$ cat src/rtl/seven_seg_bin_display_pkg.sv
// Shared types and constants for the binary-to-7-segment display driver.
package seven_seg_pkg;

   // Segment word, bit order {G,F,E,D,C,B,A}, active low (0 = lit)
   typedef logic [6:0] seg_t;

   localparam seg_t SEG_DIGIT [0:9] = '{
      7'b1000000, 7'b1111001, 7'b0100100, 7'b0110000, 7'b0011001,
      7'b0010010, 7'b0000010, 7'b1111000, 7'b0000000, 7'b0010000
   };
   localparam seg_t SEG_BLANK = 7'b1111111;
   localparam seg_t SEG_DASH  = 7'b0111111;

   typedef enum logic [1:0] {IDLE, CONV, LOAD} state_t;

   // Largest value that fits on the given number of decimal digits (10**digits - 1)
   function automatic logic [63:0] max_shown(input int digits);
      logic [63:0] p;
      p = 64'd1;
      for (int i = 0; i < digits; i++) begin
         p = p * 64'd10;
      end
      return p - 64'd1;
   endfunction

   // Double-dabble correction: a BCD nibble of 5 or more gets +3 before the shift
   function automatic logic [3:0] add3(input logic [3:0] n);
      return (n >= 4'd5) ? n + 4'd3 : n;
   endfunction

endpackage

$ cat src/rtl/seven_seg_bin_display_decoder.sv
// One BCD digit to active-low segment pattern; dash wins over blank, codes 10..15 show blank.
module seven_seg_decoder
   import seven_seg_pkg::*;
(
   input  logic [3:0] bcd_i,
   input  logic       blank_i,
   input  logic       dash_i,
   output seg_t       seg_o
);

   // Pick dash, blank or the digit glyph
   always_comb begin
      seg_o = SEG_BLANK;
      if (dash_i) begin
         seg_o = SEG_DASH;
      end else if (!blank_i) begin
         case (bcd_i)
            4'd0:    seg_o = SEG_DIGIT[0];
            4'd1:    seg_o = SEG_DIGIT[1];
            4'd2:    seg_o = SEG_DIGIT[2];
            4'd3:    seg_o = SEG_DIGIT[3];
            4'd4:    seg_o = SEG_DIGIT[4];
            4'd5:    seg_o = SEG_DIGIT[5];
            4'd6:    seg_o = SEG_DIGIT[6];
            4'd7:    seg_o = SEG_DIGIT[7];
            4'd8:    seg_o = SEG_DIGIT[8];
            4'd9:    seg_o = SEG_DIGIT[9];
            default: seg_o = SEG_BLANK;
         endcase
      end
   end

endmodule

$ cat src/rtl/seven_seg_bin_display.sv
// Binary value -> DIGITS active-low 7-segment groups via a one-bit-per-clock double-dabble engine.
module seven_seg_bin_display
   import seven_seg_pkg::*;
#(
   parameter int DATA_W = 6,
   parameter int DIGITS = 2
)
(
   input  logic                  clk,
   input  logic                  rst,
   input  logic                  in_valid,
   output logic                  in_ready,
   input  logic [DATA_W-1:0]     in_value,
   input  logic                  in_blank_lz,
   output logic [DIGITS*7-1:0]   seg,
   output logic                  ovf,
   output logic                  out_valid
);

   localparam int          BCD_W   = DIGITS * 4;
   localparam int          CNT_W   = $clog2(DATA_W + 1);
   localparam logic [63:0] MAX_VAL = max_shown(DIGITS);

   state_t                 state_q;
   logic [CNT_W-1:0]       cnt_q;
   logic [DATA_W-1:0]      shift_q;
   logic [BCD_W-1:0]       bcd_q;
   logic                   blank_lz_q;
   logic                   ovf_next_q;
   logic [DIGITS*7-1:0]    seg_q;
   logic                   ovf_q;
   logic                   out_valid_q;

   logic [BCD_W-1:0]       bcd_adj;
   logic [BCD_W-1:0]       bcd_d;
   logic [DATA_W-1:0]      shift_d;
   logic [DIGITS:0]        nz_from;
   logic [DIGITS-1:0]      blank_mask;
   logic [DIGITS*7-1:0]    seg_dec;

   // Nibble correction, leading-zero detection and per-digit decode
   assign nz_from[DIGITS] = 1'b0;
   for (genvar gi = 0; gi < DIGITS; gi++) begin : g_digit
      assign bcd_adj[4*gi +: 4] = add3(bcd_q[4*gi +: 4]);
      // nz_from[i]: some digit at position i or above is nonzero
      assign nz_from[gi] = nz_from[gi+1] | (|bcd_q[4*gi +: 4]);
      if (gi == 0) begin : g_units
         assign blank_mask[gi] = 1'b0;
      end else begin : g_upper
         assign blank_mask[gi] = blank_lz_q & ~nz_from[gi];
      end
      seven_seg_decoder u_dec (
         .bcd_i   (bcd_q[4*gi +: 4]),
         .blank_i (blank_mask[gi]),
         .dash_i  (ovf_next_q),
         .seg_o   (seg_dec[7*gi +: 7])
      );
   end

   // One double-dabble step: corrected BCD and binary shift left together; top BCD bit falls off
   assign bcd_d   = {bcd_adj[BCD_W-2:0], shift_q[DATA_W-1]};
   assign shift_d = shift_q << 1;

   assign in_ready  = (state_q == IDLE) && !rst;
   assign seg       = seg_q;
   assign ovf       = ovf_q;
   assign out_valid = out_valid_q;

   // Control FSM with conversion datapath and registered display outputs
   always_ff @(posedge clk) begin
      if (rst) begin
         state_q     <= IDLE;
         cnt_q       <= '0;
         shift_q     <= '0;
         bcd_q       <= '0;
         blank_lz_q  <= 1'b0;
         ovf_next_q  <= 1'b0;
         seg_q       <= '1;
         ovf_q       <= 1'b0;
         out_valid_q <= 1'b0;
      end else begin
         out_valid_q <= 1'b0;
         case (state_q)
            IDLE: begin
               if (in_valid && in_ready) begin
                  state_q    <= CONV;
                  shift_q    <= in_value;
                  bcd_q      <= '0;
                  cnt_q      <= CNT_W'(DATA_W - 1);
                  blank_lz_q <= in_blank_lz;
                  ovf_next_q <= (64'(in_value) > MAX_VAL);
               end
            end
            CONV: begin
               shift_q <= shift_d;
               bcd_q   <= bcd_d;
               if (cnt_q == '0) begin
                  state_q <= LOAD;
               end else begin
                  cnt_q <= cnt_q - 1'b1;
               end
            end
            LOAD: begin
               seg_q       <= seg_dec;
               ovf_q       <= ovf_next_q;
               out_valid_q <= 1'b1;
               state_q     <= IDLE;
            end
            default: state_q <= IDLE;
         endcase
      end
   end

endmodule

$ cat config.mk
export PLATFORM = sky130hd
export DESIGN_NAME = seven_seg_bin_display
export DESIGN_NICKNAME = d
export VERILOG_FILES = /design/src/rtl/seven_seg_bin_display_pkg.sv /design/src/rtl/seven_seg_bin_display_decoder.sv /design/src/rtl/seven_seg_bin_display.sv
export SDC_FILE = /design/constraint.sdc
export NUM_CORES = 1
export LEC_CHECK = 0
export CAP_MARGIN = 20
export CORE_UTILIZATION = 30
export CTS_BUF_LIST = sky130_fd_sc_hd__clkbuf_8
export CTS_CLUSTER_DIAMETER = 30
export CTS_CLUSTER_SIZE = 8
export DETAILED_ROUTE_END_ITERATION = 16
export GPL_TIMING_DRIVEN = 0
export HOLD_SLACK_MARGIN = 0.02
export PLACE_DENSITY = 0.51
export SLEW_MARGIN = 20
export SYNTH_ARGS = -nofsm -noshare
export SYNTH_HDL_FRONTEND = slang
export SYNTH_SLANG_ARGS = --single-unit
$ cat constraint.sdc
create_clock -name clk -period 2.2 [get_ports clk]
set_input_delay 0.33 -clock clk [delete_from_list [all_inputs] [get_ports clk]]
set_output_delay 0.33 -clock clk [all_outputs]
set_load 0.01 [all_outputs]
==> reports/qor.csv <==
metric,value,unit
grt_use_total,13.6,%
start_util,31.1,%
dp_cells,362,
die_w,86.2,microns
final_cell_mix,"dfxtp_1, clkdlybuf4s50_1, nor2_1",
design.die.area,7430,sq um
yosys_warnings,0,
final_common_cell,dfxtp_1,
ys_seq_elements,42,
intPower,1.12,mW
cts.path.max_buffers,2,
cts_tree,built,
vias,1746,
pin_count,27,
ys_seq_area_share,39.6,%
clockPowerShare,35.5,%
clock_latency,300,ps
maxCapViolations,0,
first_pass_iters,4,
syn-instance-count,241,
grt_pass1_vias,1587,
n_antenna_cell,0,
viasPerCell,4.62,
vdd_drop_max,0.250,mV
synth_cell_types,43,
slew_violations,0,
p_seq_share,53.0,%
cp.arrival,2380,ps
die_height,86.2,microns
synth_nets,266,
status,"finished, final reports clean",
worstMarginPinSlew,607,ps
rows,30,
dp_hpwl,3160,microns
fin_skew,4.35,ps
critical_path_class,reg -> reg,
p_leak,1.02,nW
port_buffers,25,
synth_edf_count,0,
finalCritPeriodShare,97.4,%
drt_iter0_markers,87,
areaGrowthSynthToFinish,28.5,%
clock_sinks,42,
finalHoldViolCount,0,
path_clk_slew,80,ps
min_path_type,reg -> reg,
grt_pass1_wl,7810,microns
layout-drive-gt1-share,19.5,%
swShare,25.6,%
detail-route-antenna-nets,0,
cts_buffers,5,
fin_nets,306,
synth_area_per_cell,8.82,sq um
path_max_fanout,4,
async_reset_ff_share,0,%
start_kind,flop,
fin_crit,2140,ps
crit_path_end_kind,flop,
wire_per_inst,12.8,microns
p_sw,386,uW
synthFlopType,dfxtp_1,
core,6830,sq um
route.detailed.drc,0,
antenna_found_initial,0,
worstPathRequired,2440,ps
utilization,40.0,%
gp_congestion,0.842,
fmax,467,MHz
layout.cells.non_filler,378,
finalWirelength,4850,microns
clock-root-buffer,clkbuf_8,
synth_area,2130,sq um
pre_cts_slack,-587,ps
grt-ovfl-total,0,
h-tree-depth,2,
setup_violations,0,
p_comb_share,11.5,%
cts_hold_buf,0,
setup_slack,58.1,ps
power.density,551,nW/um^2
relSlewSlack,59.5,%
grt_max_degree,14,
## worst max-delay path: stages (launching register included)
cell	delay [ps]
dfxtp_2	350
inv_2	60
ha_1	170
nand2b_4	140
a21o_1	200
xnor2_2	210
a21oi_2	110
nor2_2	190
inv_2	90
ha_4	160
mux2_2	270
a21oi_2	120
## cell families (layout without fill, tap and decap cells)
family          count (synthesis)  count (layout)  synth area share, %
buf+inv                        27              68                 6.12
xor+xnor                        4               4                 1.65
compound gates                 69              69                 22.7
mux                             3               3                 1.53
flops                          42              42                 39.6
other cells                     1               1                0.176
simple gates                   80              80                 19.5
fa+ha+maj                      15              15                 8.83
## power groups by stage
stage / sequential, mW / combinational [mW] / clock, mW
after floorplan: 0.820 / 0.103 / 0
after global placement: 0.818 / 0.172 / 0
after detailed placement: 0.818 / 0.173 / 0
after CTS: 0.799 / 0.173 / 0.558
after global routing: 0.802 / 0.193 / 0.592
final: 0.798 / 0.173 / 0.534
## cell usage after synthesis (2+ instances only)
master | n | area, sq um
o21bai_1 | 2 | 15.0
a21o_1 | 2 | 15.0
nor3b_1 | 2 | 15.0
a22oi_1 | 3 | 22.5
nor2_2 | 2 | 12.5
dfxtp_1 | 42 | 841
mux2_2 | 2 | 22.5
xnor2_1 | 4 | 35.0
nand3b_1 | 3 | 22.5
nand2b_1 | 14 | 87.6
a221oi_2 | 2 | 30.0
o2bb2ai_1 | 2 | 17.5
inv_1 | 11 | 41.3
buf_2 | 2 | 10.0
a311oi_1 | 6 | 52.6
nor2_1 | 22 | 82.6
a211oi_1 | 4 | 30.0
clkbuf_1 | 10 | 37.5
nor3_1 | 6 | 30.0
and2_1 | 4 | 25.0
o22ai_1 | 9 | 56.3
o21ai_0 | 8 | 40.0
nand2_1 | 20 | 75.1
ha_1 | 15 | 188
a21oi_1 | 21 | 105
a211o_1 | 4 | 35.0
buf_6 | 3 | 33.8
## timing repair
action	4_1_cts	5_1_grt
gates resized for setup	12	17
pin swaps	2	5
setup endpoints to repair	8	5
setup buffers	2	6
## final timing paths
kind,startpoint,to,slack [ps],cells past startpoint
max,bcd_q[5],flop,60,11
min,flop,seg[7],450,2
max reg2reg,bcd_q[5],flop,60,11
min reg2reg,flop,seg[7],450,2
## metal layers
metal | wire [microns] | GRT usage (%)
met1 | 2420 | 17.8
met2 | 2200 | 21.7
met3 | 146 | 3.14
met4 | 91 | 5.00
met5 | 0 | 0
## layout make-up
class / instances / area, sq um
fill: 740 / 4100
multi-input combinational: 172 / 1220
sequential: 42 / 851
timing repair buffer: 33 / 308
tap: 96 / 120
buffer: 16 / 91.3
clock buffer: 6 / 82.6
inverter: 11 / 41.3
clock inverter: 2 / 12.5
## stage by stage
stage / hold WS, ps / power [mW] / setup TNS, ps / area (sq um)
after floorplan: 411 / 0.923 / 0 / 2130
after global placement: 428 / 0.990 / -3100 / 2500
after detailed placement: 435 / 0.991 / -3130 / 2500
after CTS: 456 / 1.53 / 0 / 2620
after global routing: 469 / 1.59 / -57.3 / 2730
final: 453 / 1.51 / 0 / 2730
Power figures use the tool's default switching activity.
